**src/rtl/if_prefetch_queue.sv**
```systemverilog
// Instruction-fetch front end: owns the fetch PC and buffers up to DEPTH
// fetched {instr, pc} entries so ID stalls do not block memory fetches.
module if_prefetch_queue #(
  parameter int          DATA_W  = 16,
  parameter int          ADDR_W  = 16,
  parameter int          DEPTH   = 4,
  parameter logic [3:0]  HLT_OPC = 4'hF
) (
  input  logic                         clk,
  input  logic                         rst,
  input  logic                         redirect,
  input  logic [ADDR_W-1:0]            redirect_pc,
  output logic                         imem_req,
  output logic [ADDR_W-1:0]            imem_addr,
  input  logic [DATA_W-1:0]            imem_data,
  input  logic                         deq,
  output logic                         out_valid,
  output logic [DATA_W-1:0]            out_instr,
  output logic [ADDR_W-1:0]            out_pc,
  output logic [ADDR_W-1:0]            out_pc_next,
  output logic [$clog2(DEPTH+1)-1:0]   count,
  output logic                         halted
);

  localparam int PW = $clog2(DEPTH);
  localparam int CW = $clog2(DEPTH+1);
  localparam logic [ADDR_W-1:0] STEP = ADDR_W'(DATA_W/8);

  logic [DATA_W-1:0] instr_q [DEPTH];
  logic [ADDR_W-1:0] pc_q    [DEPTH];
  logic [PW-1:0]     head;
  logic [PW-1:0]     tail;
  logic [ADDR_W-1:0] fetch_pc;
  logic [ADDR_W-1:0] inflight_pc;
  logic              inflight;

  logic [CW:0]       pending;
  logic              enq;
  logic              do_deq;
  logic              is_hlt;

  // The in-flight read reserves a slot, so the queue can never overflow.
  assign pending   = {1'b0, count} + (CW+1)'(inflight);
  assign imem_req  = !rst && !halted && !redirect && (pending < (CW+1)'(DEPTH));
  assign imem_addr = fetch_pc;

  assign is_hlt    = (imem_data[DATA_W-1 -: 4] == HLT_OPC);
  assign enq       = inflight && !halted;
  assign do_deq    = deq && out_valid;

  assign out_valid   = (count != '0);
  assign out_instr   = instr_q[head];
  assign out_pc      = pc_q[head];
  assign out_pc_next = out_valid ? out_pc + STEP : '0;

  always_ff @(posedge clk) begin
    if (rst) begin
      fetch_pc    <= '0;
      inflight_pc <= '0;
      inflight    <= 1'b0;
      halted      <= 1'b0;
      head        <= '0;
      tail        <= '0;
      count       <= '0;
      for (int unsigned i = 0; i < DEPTH; i++) begin
        instr_q[i] <= '0;
        pc_q[i]    <= '0;
      end
    end else if (redirect) begin
      // Flush discards the queue, any in-flight read and a pending halt.
      fetch_pc <= redirect_pc;
      inflight <= 1'b0;
      halted   <= 1'b0;
      head     <= tail;
      count    <= '0;
    end else begin
      inflight <= imem_req;
      if (imem_req) begin
        fetch_pc    <= fetch_pc + STEP;
        inflight_pc <= fetch_pc;
      end
      if (enq) begin
        instr_q[tail] <= imem_data;
        pc_q[tail]    <= inflight_pc;
        tail          <= tail + 1'b1;
        if (is_hlt)
          halted <= 1'b1;
      end
      if (do_deq)
        head <= head + 1'b1;
      if (enq && !do_deq)
        count <= count + 1'b1;
      else if (!enq && do_deq)
        count <= count - 1'b1;
    end
  end

endmodule

```
**config.mk**
```make
export PLATFORM = sky130hd
export DESIGN_NAME = if_prefetch_queue
export DESIGN_NICKNAME = d
export VERILOG_FILES = /design/src/rtl/if_prefetch_queue.sv
export SDC_FILE = /design/constraint.sdc
export NUM_CORES = 1
export LEC_CHECK = 0
export ABC_CLOCK_PERIOD_IN_PS = 9800
export CORE_ASPECT_RATIO = 0.8
export CORE_UTILIZATION = 59
export CTS_BUF_LIST = sky130_fd_sc_hd__clkbuf_16
export CTS_CLUSTER_DIAMETER = 200
export DETAILED_ROUTE_END_ITERATION = 7
export GPL_TIMING_DRIVEN = 0
export PLACE_DENSITY = 0.92
export SLEW_MARGIN = 5
export SYNTH_ARGS = -nofsm -noshare
export SYNTH_HDL_FRONTEND = slang
export SYNTH_SLANG_ARGS = --single-unit
```
**constraint.sdc**
```tcl
create_clock -name clk -period 9.8 [get_ports clk]
set_clock_uncertainty 0.05 [all_clocks]
set_input_delay 1.96 -clock clk [delete_from_list [all_inputs] [get_ports clk]]
set_output_delay 1.96 -clock clk [all_outputs]
set_load 0.01 [all_outputs]
```
# Word level (Yosys, flattened, before mapping)
# Memories as Yosys holds them, arrays and structs flattened. A register that Yosys moved wholly into a read port is not among the register bits.
# Index checks and enable logic that the tools add are counted.
# word_totals
mem_count	2
regBits	41
elab_cells	64
mem_bits_rw	128
output_inout_bits	70
# classes
addsub	7
n_eq_ne	1
reduce_logical	22
order_cmp	1
n_mux	23
bitwise	1
# mem_list
memory	depth	width	read_ports	rd_ports_with_merged_regs	write_ports	line	rtl
instr_q	4	16	1	1	4	29	logic [DATA_W-1:0] instr_q [DEPTH];
pc_q	4	16	1	1	4	30	logic [ADDR_W-1:0] pc_q [DEPTH];
# ops
operator	count
16-bit 2-to-1 mux	5
16-bit by 2-bit adder with 16-bit output (second input constant)	2
16-bit OR reduction	2
2-bit 2-to-1 mux	8
1-bit 2-to-1 mux	8
1-bit logical AND	7
3-bit 2-to-1 mux	2
2-bit AND reduction	3
2-bit nonzero test	3
1-bit zero test	5
2-bit by 1-bit adder with 2-bit output (second input constant)	2
3-bit by 1-bit adder with 4-bit output	1
4-bit == test (second input constant)	1
4-bit by 3-bit < comparator with 1-bit output (second input constant)	1
3-bit by 1-bit adder with 3-bit output (second input constant)	1
3-bit nonzero test	1
3-bit by 1-bit subtractor with 3-bit output (second input constant)	1
2-bit OR reduction	1
1-bit NOT	1

# Depth between registers and ports, before layout
# depth
word_depth	8
depth_mapped	9
depth_no_buf	9

# Worst setup path after synthesis
# OpenSTA, ideal clock, no wires.
# synth_timing
path_type	input port to flip-flop
start	in redirect
end	mem instr_q[2][0] (enable)
setup_slack_ps	4428
setup_time_ps	470
arrival_time_ps	4852
cell_stages	3
n_path_buf	2
t_required_ps	9280
cell_sequence	clkbuf_1 > clkbuf_1 > o31ai_1
# synth_rtl
item	line	rtl
from (decl)	11	input logic redirect,
to (decl)	29	

# Worst setup path after layout
# layout_timing
start	in redirect
end	out imem_req
# layout_between
elab_chain_len	3
# layout_rtl
item	line	rtl
1-bit zero test	44	assign imem_req = !rst && !halted && !redirect && (pending < (CW+1)'(DEPTH));
1-bit logical AND (2 in series)	44	
to (decl)	13	output logic imem_req,
# No other way between the ends.

==> run_results.csv <==
group,metric,value,unit
grt,grt_pass1_vias,5461,
pwr,swShare,24.1,%
grt,grt_pass1_wl,29.6,mm
sta,maxSlewHeadroom,17.0,%
floorplanning,fp.dieArea,13200,sq um
grt,grt_use_met2,51.4,%
clock_tree,cts.htree.levels,4,
layout,final_cell_mix,"128 x edfxtp_1, 105 x clkdlybuf4s50_1, 93 x nor2_1",
layout,diodes,0,
drt,firstDrtPassIters,6,
logic_synthesis,avgSynthCellArea,11.9,sq um
logic_synthesis,yosysSeqAreaShare,62.5,%
sta,grt_setup_unrepaired,"no",
clock_tree,clockRootBuffer,"clkbuf_16",
setup_path,cp-start-kind,"primary input",
grt,use_met3,6.33,%
clock_tree,clkTransAtPathRegs,0.06,ns
clock_tree,numCtsBuffers,17,
logic_synthesis,netlist.top_cell.by_area,"edfxtp_1",
setup_path,critPathArrivalTime,4.70,ns
clock_tree,post_cts_buffers,0,
worst_hold_path,hold_class,"flip-flop to flip-flop",
pwr,p_per_area,177,nW/um^2
placed_design,gp_congestion,0.891,
clock_tree,clk_path_buf_depth,2,
pwr,switchingPower,405,uW
setup_path,worstPathMaxFanout,10,
pwr,pwr-share-seq,49.2,%
clock_tree,cts_tree,"yes",
drt,wl,20.0,mm
placed_design,placedCellCount,909,
sta,worst_pin_slew,1.23,ns
logic_synthesis,yosys.cell_types.count,44,
logic_synthesis,synth_edf_count,128,
status,run_status,"completed",
clock_tree,clock_latency,0.43,ns
layout,area_delta_synth_final,25.6,%
sta,hold_viol_final,0,
setup_path,endpoint_kind,"primary output",
pwr,clkPwrFrac,39.6,%
sta,period_needed,6.71,ns
floorplanning,start_util,61.2,%
grt,grt_busiest_layer,"met2",
flow_run,maxCapViolCount,0,
pwr,internal_power,1270,uW
floorplanning,fp.dieW,128,microns
pwr,combPwrFrac,11.2,%
logic_synthesis,yosys_warnings,0,
floorplanning,die_h,103,microns
floorplanning,ios,106,
grt,antenna_found_initial,0,
logic_synthesis,postSynth.asyncResetShare,0,%
grt,grt_max_degree,33,
setup_path,worst_ep_required_time,7.79,ns
pwr,peakVddDrop,0.148,mV
sta,drv_slew,0,
setup_path,reg2reg_setup_slack,6.39,ns
sta,finalCritPeriodShare,68.5,%
logic_synthesis,synth_area_leaders,"edfxtp_1 51%, dfxtp_1 11%, mux4_2 9.6%",
drt,ant_nets,0,
setup_path,path_class,"primary input to primary output",
pwr,power_leakage,0.00346,uW
drt,drc,0,
floorplanning,core-area,12300,sq um
layout,fin_nets,797,
drt,vias_per_cell,6.05,
clock_tree,hold_buffers,0,
placed_design,hpwl,12.4,mm
sta,fin_setup_tns,0,ns
logic_synthesis,synth_flop_cell,"edfxtp_1",
grt,grt_use_total,31.2,%
floorplanning,rows,36,
layout,stdcell_count,941,
layout,drive_gt1_share,10.0,%
logic_synthesis,synth_nets,670,
sta,clock.fmax,149,MHz
drt,drt_iter0_drc,625,
logic_synthesis,netlist_instances,630,
drt,wl_per_cell,21.2,microns
layout,layout_commonest_cell,"edfxtp_1",
clock_tree,cts_resized,0,
grt,overflow,0,
logic_synthesis,synth-seq-cells,171,
drt,vias,5696,
clock_tree,clock-sinks,171,
sta,setup_viol,0,
grt,use_met1,40.3,%
logic_synthesis,syn_area,7530,sq um
placed_design,port-buffer-count,105,
logic_synthesis,yosys.area.top_type_share,51.1,%
==> kinds of logic (layout without fill, tap and decap cells) <==
family	count (synthesis)	after routing	share of synthesized area [%]
compound gates	54	54	4.31
mux	39	39	10.6
xor+xnor	18	18	2.09
simple gates	265	265	15.7
flops	171	171	62.5
buf+inv	79	219	4.06
fa+ha+maj	4	4	0.765
==> Yosys cell counts (3+ instances only) <==
cell type and count:
edfxtp_1 128, nor2_1 93, nand2_1 89, inv_1 44, dfxtp_1 43, and2_1 34, mux4_2 32, a21oi_1 29
clkbuf_1 26, nand3_1 14, xnor2_1 14, nor3_1 7, or3_1 6, a31oi_1 5, nor4_1 5, o21ai_0 5
buf_2 4, mux2i_1 4, nand2b_1 4, nand4_1 4, xor2_1 4, and3_1 3, buf_1 3, ha_1 3
o211ai_1 3, or4_1 3
==> power groups by stage <==
stage	combinational [uW]	clock [uW]	sequential [uW]
after floorplan	91.4	0	835
after global placement	173	0	837
after detailed placement	183	0	838
after CTS	186	658	824
after global routing	199	685	827
final	188	664	825
==> routing by layer <==
| layer | up-vias | wire length [microns] |
|---|---|---|
| li1 | 2468 | - |
| met5 | - | 0 |
| met2 | 439 | 9850 |
| met3 | 71 | 1970 |
| met1 | 2718 | 7520 |
| met4 | 0 | 642 |
==> path summary, 6_finish.rpt <==
kind / startpoint / end / cells after the start
hold reg to reg: inflight_pc[6] / inflight_pc[6] / 2
hold / removal: inflight_pc[6] / inflight_pc[6] / 2
setup reg to reg: count[0] / count[2] / 9
setup / recovery: redirect / imem_req / 7
==> layout make-up <==
cell class	count	area, sq um
buffer	34	136
clock buffer	17	425
clock inverter	15	150
fill	655	2850
inverter	45	169
multi-input combinational	380	2540
sequential	171	4700
tap	171	214
timing repair buffer	108	1110
==> flip-flops by register name, summed over array words and instances (netlist names), named ones only <==
register     flops
imem_addr       16
inflight         1
pc_q            64
count            3
head             2
halted           1
tail             2
inflight_pc     16
instr_q         64
==> critical path, cell delays in order <==
cell             delay, ns
clkdlybuf4s50_1       0.55
or4_1                 0.52
a31o_1                0.23
clkbuf_1              0.23
inv_2                 0.19
clkbuf_1              0.38
clkdlybuf4s50_1       0.64
==> through the flow <==
step	utilization [%]	area, sq um	setup WS [ns]	hold slack, ns	power, uW
final	76.9	9450	3.09	0.423	1680
after global routing	76.9	9450	2.98	0.446	1710
after CTS	76.9	9450	3.16	0.420	1670
after detailed placement	72.2	8880	3.18	0.411	1020
after global placement	71.5	8790	2.09	0.410	1010
after floorplan	-	7530	4.43	0.395	926
(Power assumes the default switching activity.)
